### config.mk
export PLATFORM = sky130hd
export DESIGN_NAME = color_ratio_divider
export DESIGN_NICKNAME = d
export VERILOG_FILES = /design/src/rtl/color_ratio_divider.sv
export SDC_FILE = /design/constraint.sdc
export NUM_CORES = 1
export LEC_CHECK = 0
export BUFFER_PORTS_ARGS = -buffer_cell sky130_fd_sc_hd__buf_2
export CAP_MARGIN = 10
export CORE_AREA = 5 5 297 154
export DETAILED_ROUTE_END_ITERATION = 10
export DIE_AREA = 0 0 302 159
export PLACE_DENSITY = 0.56
export SYNTH_ARGS = -nofsm -noshare
export SYNTH_HDL_FRONTEND = slang
export SYNTH_SLANG_ARGS = --single-unit
### constraint.sdc
create_clock -name clk -period 17.3 [get_ports clk]
set_clock_uncertainty 0.15 [all_clocks]
set_input_delay 4.325 -clock clk [delete_from_list [all_inputs] [get_ports clk]]
set_output_delay 4.325 -clock clk [all_outputs]
set_load 0.01 [all_outputs]
### src/rtl/color_ratio_divider.sv
// color_ratio_divider: per-channel floor(color_k * SCALE / clear) using a
// multi-channel restoring shift-subtract divider that shares one divisor.
// The result is saturated to WIDTH bits. A zero divisor skips the divide and
// returns all-ones with div_zero set.
module color_ratio_divider #(
  parameter int WIDTH    = 16,
  parameter int CHANNELS = 3,
  parameter int SCALE    = 100
) (
  input  logic                        clk,
  input  logic                        rst,
  input  logic                        in_valid,
  output logic                        in_ready,
  input  logic [CHANNELS*WIDTH-1:0]   color,
  input  logic [WIDTH-1:0]            clear,
  output logic                        out_valid,
  input  logic                        out_ready,
  output logic [CHANNELS*WIDTH-1:0]   res,
  output logic [CHANNELS-1:0]         sat,
  output logic                        div_zero
);

  localparam int QW = WIDTH + 8;
  localparam int CW = $clog2(QW + 1);

  typedef enum logic [1:0] {
    IDLE,
    DIVIDE,
    DONE
  } state_t;

  state_t          state, state_nx;
  logic [CW-1:0]   cnt;
  logic [WIDTH-1:0] clr;

  // quo starts as the scaled dividend; quotient bits shift in at the LSB
  // as dividend bits shift out at the MSB.
  logic [QW-1:0]   quo     [CHANNELS];
  logic [QW:0]     rem     [CHANNELS];
  logic [QW-1:0]   quo_nx  [CHANNELS];
  logic [QW:0]     rem_nx  [CHANNELS];
  logic [QW+1:0]   shf     [CHANNELS];
  logic [QW+1:0]   dif     [CHANNELS];
  logic [QW-1:0]   prod    [CHANNELS];
  logic [QW+1:0]   divisor;

  assign in_ready  = (state == IDLE);
  assign out_valid = (state == DONE);
  assign divisor   = {{(QW + 2 - WIDTH){1'b0}}, clr};

  // Scaled numerators and one restoring-division step for each channel
  always_comb begin
    for (int unsigned k = 0; k < CHANNELS; k++) begin
      prod[k]   = QW'(color[k*WIDTH +: WIDTH]) * QW'(SCALE);
      shf[k]    = {rem[k], quo[k][QW-1]};
      dif[k]    = shf[k] - divisor;
      // The remainder MSB is always zero, so the borrow out of the
      // subtraction is exactly the "shifted < divisor" test.
      if (!dif[k][QW+1]) begin
        rem_nx[k] = dif[k][QW:0];
        quo_nx[k] = {quo[k][QW-2:0], 1'b1};
      end else begin
        rem_nx[k] = shf[k][QW:0];
        quo_nx[k] = {quo[k][QW-2:0], 1'b0};
      end
    end
  end

  // State register
  always_ff @(posedge clk or posedge rst) begin
    if (rst) state <= IDLE;
    else     state <= state_nx;
  end

  // Next-state logic
  always_comb begin
    state_nx = state;
    case (state)
      IDLE:    if (in_valid) state_nx = (clear == '0) ? DONE : DIVIDE;
      DIVIDE:  if (cnt == CW'(1)) state_nx = DONE;
      DONE:    if (out_ready) state_nx = IDLE;
      default: state_nx = IDLE;
    endcase
  end

  // Operand capture, divider iteration and result write-back
  always_ff @(posedge clk or posedge rst) begin
    if (rst) begin
      cnt      <= '0;
      clr      <= '0;
      res      <= '0;
      sat      <= '0;
      div_zero <= 1'b0;
      for (int unsigned k = 0; k < CHANNELS; k++) begin
        quo[k] <= '0;
        rem[k] <= '0;
      end
    end else begin
      case (state)
        IDLE: begin
          if (in_valid) begin
            clr <= clear;
            for (int unsigned k = 0; k < CHANNELS; k++) begin
              quo[k] <= prod[k];
              rem[k] <= '0;
            end
            if (clear == '0) begin
              cnt      <= '0;
              res      <= '1;
              sat      <= '0;
              div_zero <= 1'b1;
            end else begin
              cnt <= CW'(QW);
            end
          end
        end
        DIVIDE: begin
          cnt <= cnt - CW'(1);
          for (int unsigned k = 0; k < CHANNELS; k++) begin
            quo[k] <= quo_nx[k];
            rem[k] <= rem_nx[k];
          end
          if (cnt == CW'(1)) begin
            div_zero <= 1'b0;
            for (int unsigned k = 0; k < CHANNELS; k++) begin
              sat[k] <= |quo_nx[k][QW-1:WIDTH];
              res[k*WIDTH +: WIDTH] <= (|quo_nx[k][QW-1:WIDTH]) ? '1
                                                                : quo_nx[k][WIDTH-1:0];
            end
          end
        end
        default: ;
      endcase
    end
  end

endmodule

==> results of run 1 <==
[state kept, by name, indices dropped and copies added (netlist names)]
| name | flops |
|---|---|
| clr | 16 |
| cnt | 5 |
| div_zero | 1 |
| quo | 72 |
| rem | 75 |
| res | 48 |
| sat | 3 |
| state | 2 |
[layer usage]
metal / part of all wire / wire length (um) / global-route usage / vias to the layer above
li1: - / - / - / 6945
met1: 0.54 / 26100 / 0.327 / 6876
met2: 0.39 / 18700 / 0.271 / 306
met3: 0.053 / 2560 / 0.0292 / 42
met4: 0.011 / 538 / 0.0216 / 0
met5: 0 / 0 / 0 / -
[logic make-up after synthesis]
kind of cell	synth area share
AOI/OAI and AO/OA	0.217
and+or+nand+nor	0.137
buffers and inverters	0.0619
adders and majority gates	0.195
DFF	0.328
xor gates and xnor gates	0.0414
muxes	0.0201
[per-stage QoR]
step	total power (W)	setup slack, ps	area [um2]	hold WS [ps]	cells
3_3_place_gp	0.00300	8980	18100	337	2534
3_5_place_dp	0.00304	8840	18100	343	2534
5_1_grt	0.00394	9060	18900	369	2575
4_1_cts	0.00361	9370	18900	358	2575
2_1_floorplan	0.00250	6750	16900	320	1889
6_report	0.00361	9280	18900	352	2575
[worst min-delay path by stage]
| stage | endpoint | cells after the start | slack [ps] | start |
|---|---|---|---|---|
| 3_3_place_gp | res[21] | 1 | 340 | res[21] |
| 5_1_grt | res[5] | 1 | 370 | res[5] |
| 3_5_place_dp | res[5] | 1 | 340 | res[5] |
| 6_report | res[5] | 1 | 350 | res[5] |
| 2_1_floorplan | quo[24] | 2 | 320 | quo[24] |
| 4_1_cts | res[16] | 1 | 360 | res[16] |
[power groups by stage]
| stage | clock network [W] | registers [W] | logic (W) |
|---|---|---|---|
| 2_1_floorplan | 0 | 0.000836 | 0.00166 |
| 3_3_place_gp | 0 | 0.000891 | 0.00211 |
| 3_5_place_dp | 0 | 0.000896 | 0.00215 |
| 4_1_cts | 0.000563 | 0.000888 | 0.00216 |
| 5_1_grt | 0.000585 | 0.000914 | 0.00244 |
| 6_report | 0.000546 | 0.000891 | 0.00217 |
[cell type report]
cell class,count,area (um2),area share
Timing Repair Buffer,136,718,0.0380
Clock inverter,16,220,0.0117
Multi-Input combinational cell,1397,10400,0.548
Inverter,191,724,0.0383
Sequential cell,222,5560,0.294
Tap cell,588,736,0.0389
Clock buffer,25,583,0.0309
[placed cells by master, fill, tap and decap left out, types with 21 or more instances in the layout]
master / synthesis / final
xnor2_1: 48 / 48
nor2_1: 92 / 90
fa_1: 36 / 36
nor3_1: 28 / 28
nand2_1: 210 / 210
a21oi_1: 73 / 72
ha_1: 206 / 206
buf_2: 3 / 121
a22oi_1: 26 / 26
xor2_1: 32 / 32
o211ai_1: 23 / 23
mux2i_1: 25 / 25
dfrtp_1: 222 / 222
a31oi_1: 35 / 35
o21a_1: 21 / 21
nor4_1: 21 / 21
nand3_1: 37 / 37
a21o_1: 29 / 29
clkbuf_16: 0 / 23
inv_1: 190 / 189
o22a_1: 53 / 53
o21ai_0: 169 / 169
==> impl_metrics.yaml, run 1 <==
sta:
  rsz0062_at_grt: "false"
  setup_viol: 0
  max_freq_mhz: 125
  timing.final.crit_share: 0.464
  fin_crit_ps: 8020
  tightest_slew_ps: 1040
  slew_violations: 0
  slew_headroom: 0.309
  hold_viol: 0
  tns_ps: 0
setup_path:
  crit_start: "color[35]"
  crit_path_end_kind: "flip-flop"
  r2r_cells: 10
  cp_top_family: "adder cells"
  crit_arrival_ps: 8320
  reg2reg_from: "clr[8]"
  crit_fanout: 4
  crit_chain: "buf_2 -> ha_1 -> ha_1 -> inv_1 -> fa_1 -> inv_1 -> ha_1 -> o21ai_0 -> o21ai_0 -> or4b_2 -> a31oi_1 -> nand4_1 -> a21boi_0 -> mux2_2 -> o21ai_0"
  critPathBufInv: 3
  timing.rr.end: "rem[69]"
  start_kind: "input port"
  required_ps: 17600
  max_stage_delay_ps: 670
  crit_end: "quo[22]"
  worstSetupPathType: "in -> reg"
  r2r_setup_slack_ps: 13250
  worst_path_max_delay_cell: "or4b_2"
  critical_path_depth: 15
clock_tree:
  cts_resized: 0
  cts-buffers-inserted: 23
  cts_sinks: 222
  post_cts_buffers: 0
  h-tree-depth: 1
  root_buffer: "clkbuf_16"
  cts.clk_slew.worst_paths_ps: 70
  cts_tree: "yes"
  clkLatencyLatePin_ps: 530
  cts_buffer_depth: 3
  hold_buffers: 0
global_routing:
  grt_pass1_wl_mm: 77.7
  track_usage: 0.196
  antenna_found_initial: 0
  grt_overflow: 0
  grt_pass1_vias: 13685
  grt_max_degree: 93
detailed_routing:
  drtPass1Iterations: 6
  num_vias: 14169
  avgViaCountPerCell: 5.50
  wl_per_cell_um: 18.6
  drtIter0Drc: 1171
  drt-total-wl_mm: 47.9
  drc: 0
  ant_nets: 0
synthesis:
  synthFlopType: "dfrtp_1"
  netlist_area_mm2: 0.0169
  synth_edf_count: 0
  ys_types: 81
  synth-warning-count: 0
  ys_ff_latch: 222
  ys_seq_area_frac: 0.328
  avgSynthCellArea_um2: 8.96
  synth_most_common_cell: "dfrtp_1"
  netlist_instances: 1889
  synth_common_cells: "dfrtp_1 (222), nand2_1 (210), ha_1 (206), inv_1 (190), o21ai_0 (169)"
  async_reset_ff_frac: 1.00
  synth_area_leaders: "dfrtp_1 (33%), ha_1 (15%), o21ai_0 (5.0%)"
  synth_nets: 2199
  yosys.area.top_type: "dfrtp_1"
  synthDominantCellAreaShare: 0.328
finish:
  drive_gt1_frac: 0.107
  nets: 2281
  nFillCells: 4221
  synthToLayoutAreaGrowth_pct: 11.6
  antenna_cells: 0
  finish.utilization: 0.441
pwr:
  cellPowerDensity_mw_per_mm2: 191
  pwr-share-comb: 0.602
  seqPwrFrac: 0.247
  p_switching_w: 0.00172
  swShare: 0.476
  vdd_drop_max_mv: 0.0812
  pwr-share-clk: 0.151
  leakage_nw: 8.74
  power.internal_w: 0.00189
run:
  maxCapViolCount: 0
placement:
  gp_congestion: 0.892
  io_buffers: 121
  post-dp-hpwl_mm: 35.7
die:
  io_pins: 122
  rows: 54
  die_h_um: 159
  coreArea_mm2: 0.0428
  start_util: 0.395
  die_area_mm2: 0.0480
  die_w_um: 302
outcome:
  status: "finished clean"
worst_hold_path:
  hold_class: "reg -> reg"
Power figures use the tool's default switching activity.
==> run 2, diff against run 1 <==
--- a/config.mk
+++ b/config.mk
@@ -10,7 +10,7 @@
 export CORE_AREA = 5 5 297 154
 export DETAILED_ROUTE_END_ITERATION = 10
 export DIE_AREA = 0 0 302 159
-export PLACE_DENSITY = 0.56
+export PLACE_DENSITY = 0.59
 export SYNTH_ARGS = -nofsm -noshare
 export SYNTH_HDL_FRONTEND = slang
 export SYNTH_SLANG_ARGS = --single-unit
==> constraint.sdc (replaced) <==
create_clock -name clk -period 6.95 [get_ports clk]
set_clock_uncertainty 0.15 [all_clocks]
set_input_delay 1.7375 -clock clk [delete_from_list [all_inputs] [get_ports clk]]
set_output_delay 1.7375 -clock clk [all_outputs]
set_load 0.01 [all_outputs]
==> impl_metrics.yaml, run 2 (same netlist as run 1, synthesis figures left out) <==
outcome:
  status: "finished clean"
setup_path:
  required_ps: 7260
  crit_path_end_kind: "flip-flop"
  start_kind: "input port"
  max_stage_delay_ps: 660
  crit_chain: "buf_2 -> ha_1 -> ha_1 -> inv_1 -> fa_1 -> inv_1 -> ha_1 -> o21ai_0 -> o21ai_0 -> or4b_2 -> a31oi_1 -> nand4_1 -> a21boi_0 -> mux2_2 -> o21ai_0"
  crit_arrival_ps: 5640
  crit_fanout: 4
  worstSetupPathType: "in -> reg"
  worst_path_max_delay_cell: "or4b_2"
detailed_routing:
  ant_nets: 0
  wl_per_cell_um: 18.4
  num_vias: 14253
  avgViaCountPerCell: 5.52
  drc: 0
  drtIter0Drc: 1118
  drtPass1Iterations: 6
  drt-total-wl_mm: 47.5
sta:
  setup_viol: 0
  timing.final.crit_share: 0.766
  rsz0062_at_grt: "false"
  hold_viol: 0
  tightest_slew_ps: 1020
  fin_crit_ps: 5320
  slew_headroom: 0.323
  slew_violations: 0
  max_freq_mhz: 188
  tns_ps: 0
clock_tree:
  cts_buffer_depth: 3
  cts_resized: 0
  cts-buffers-inserted: 25
  post_cts_buffers: 0
  cts.clk_slew.worst_paths_ps: 60
  h-tree-depth: 1
  root_buffer: "clkbuf_16"
  cts_sinks: 222
  hold_buffers: 0
  cts_tree: "yes"
  clkLatencyLatePin_ps: 540
finish:
  top_regs: "rem (75), quo (72), res (48)"
  register_area_mm2: 0.00556
  largest_reg_flops: 75
  design_area_mm2: 0.0190
  nets: 2283
  regMostFlops: "rem"
  final_common_cell: "dfrtp_1"
  nFillCells: 4199
  mostFrequentLayoutCells: "dfrtp_1 (222), nand2_1 (210), ha_1 (206)"
  drive_gt1_frac: 0.108
  synthToLayoutAreaGrowth_pct: 12.0
  multiInputGateArea_mm2: 0.0104
  antenna_cells: 0
global_routing:
  antenna_found_initial: 1
  grt_overflow: 0
  grt_pass1_wl_mm: 77.2
  grt_max_degree: 114
  grt_pass1_vias: 13727
  track_usage: 0.195
die:
  start_util: 0.395
  die_h_um: 159
  rows: 54
  coreArea_mm2: 0.0428
  die_area_mm2: 0.0480
  io_pins: 122
  die_w_um: 302
worst_hold_path:
  hold_class: "reg -> reg"
run:
  maxCapViolCount: 0
pwr:
  cellPowerDensity_mw_per_mm2: 476
  p_switching_w: 0.00428
  pwr-share-comb: 0.595
  vdd_drop_max_mv: 0.327
  pwr-share-clk: 0.156
  swShare: 0.475
  power.internal_w: 0.00473
  seqPwrFrac: 0.249
  leakage_nw: 8.78
placement:
  placed_cell_area_mm2: 0.0181
  io_buffers: 121
  gp_congestion: 0.887
  post-dp-hpwl_mm: 35.6
[run 2: cell type report]
| type | count | share of cell area |
|---|---|---|
| clock buffers | 35 | 0.0371 |
| clock inverters | 11 | 0.00799 |
| flip-flops and latches | 222 | 0.293 |
| well taps | 588 | 0.0388 |
| multi-input cells | 1397 | 0.546 |
| inverters | 191 | 0.0380 |
| repair buffers | 136 | 0.0385 |
[run 2: layer usage]
layer  track usage  part of all wire  up-vias
li1              -                 -     6942
met1         0.323              0.54     6887
met2         0.270              0.40      385
met3        0.0292             0.057       39
met4        0.0233             0.011        0
met5             0                 0        -
[run 2: through the flow]
step / hold WS [ps] / utilization / power (W) / instances / worst slack (ps)
after floorplan: 320 / - / 0.00622 / 1889 / 1600
after global placement: 336 / 0.423 / 0.00745 / 2534 / 1230
after detailed placement: 343 / 0.423 / 0.00756 / 2534 / 1100
after CTS: 358 / 0.443 / 0.00902 / 2580 / 1660
after global routing: 368 / 0.443 / 0.00982 / 2580 / 1390
final: 352 / 0.443 / 0.00902 / 2580 / 1630
[run 2: power by group through the flow]
stage	combinational, W	sequential, W	clock [W]
after floorplan	0.00414	0.00208	0
after global placement	0.00521	0.00224	0
after detailed placement	0.00531	0.00225	0
after CTS	0.00534	0.00223	0.00144
after global routing	0.00603	0.00230	0.00149
final	0.00537	0.00224	0.00141
[run 2: worst max-delay path, delay by kind of cell]
kind                       cells  cell delay (ps)
adders and majority gates      4             1440
AOI/OAI and AO/OA              5             1080
and+or+nand+nor                2              790
muxes                          1              360
buffers and inverters          3              210
[run 2: path summary, 6_finish.rpt]
kind / depth (start not counted) / end / slack, ps / startpoint
worst min register to register: 1 / res[0] / 350 / res[0]
worst max-delay path: 15 / quo[22] / 1630 / color[35]
worst min-delay path: 1 / res[0] / 350 / res[0]
min in group asynchronous: 2 / rem[23] / 1090 / rst
worst max register to register: 6 / rem[37] / 2820 / state[0]
max in group asynchronous: 3 / rem[49] / 4280 / rst
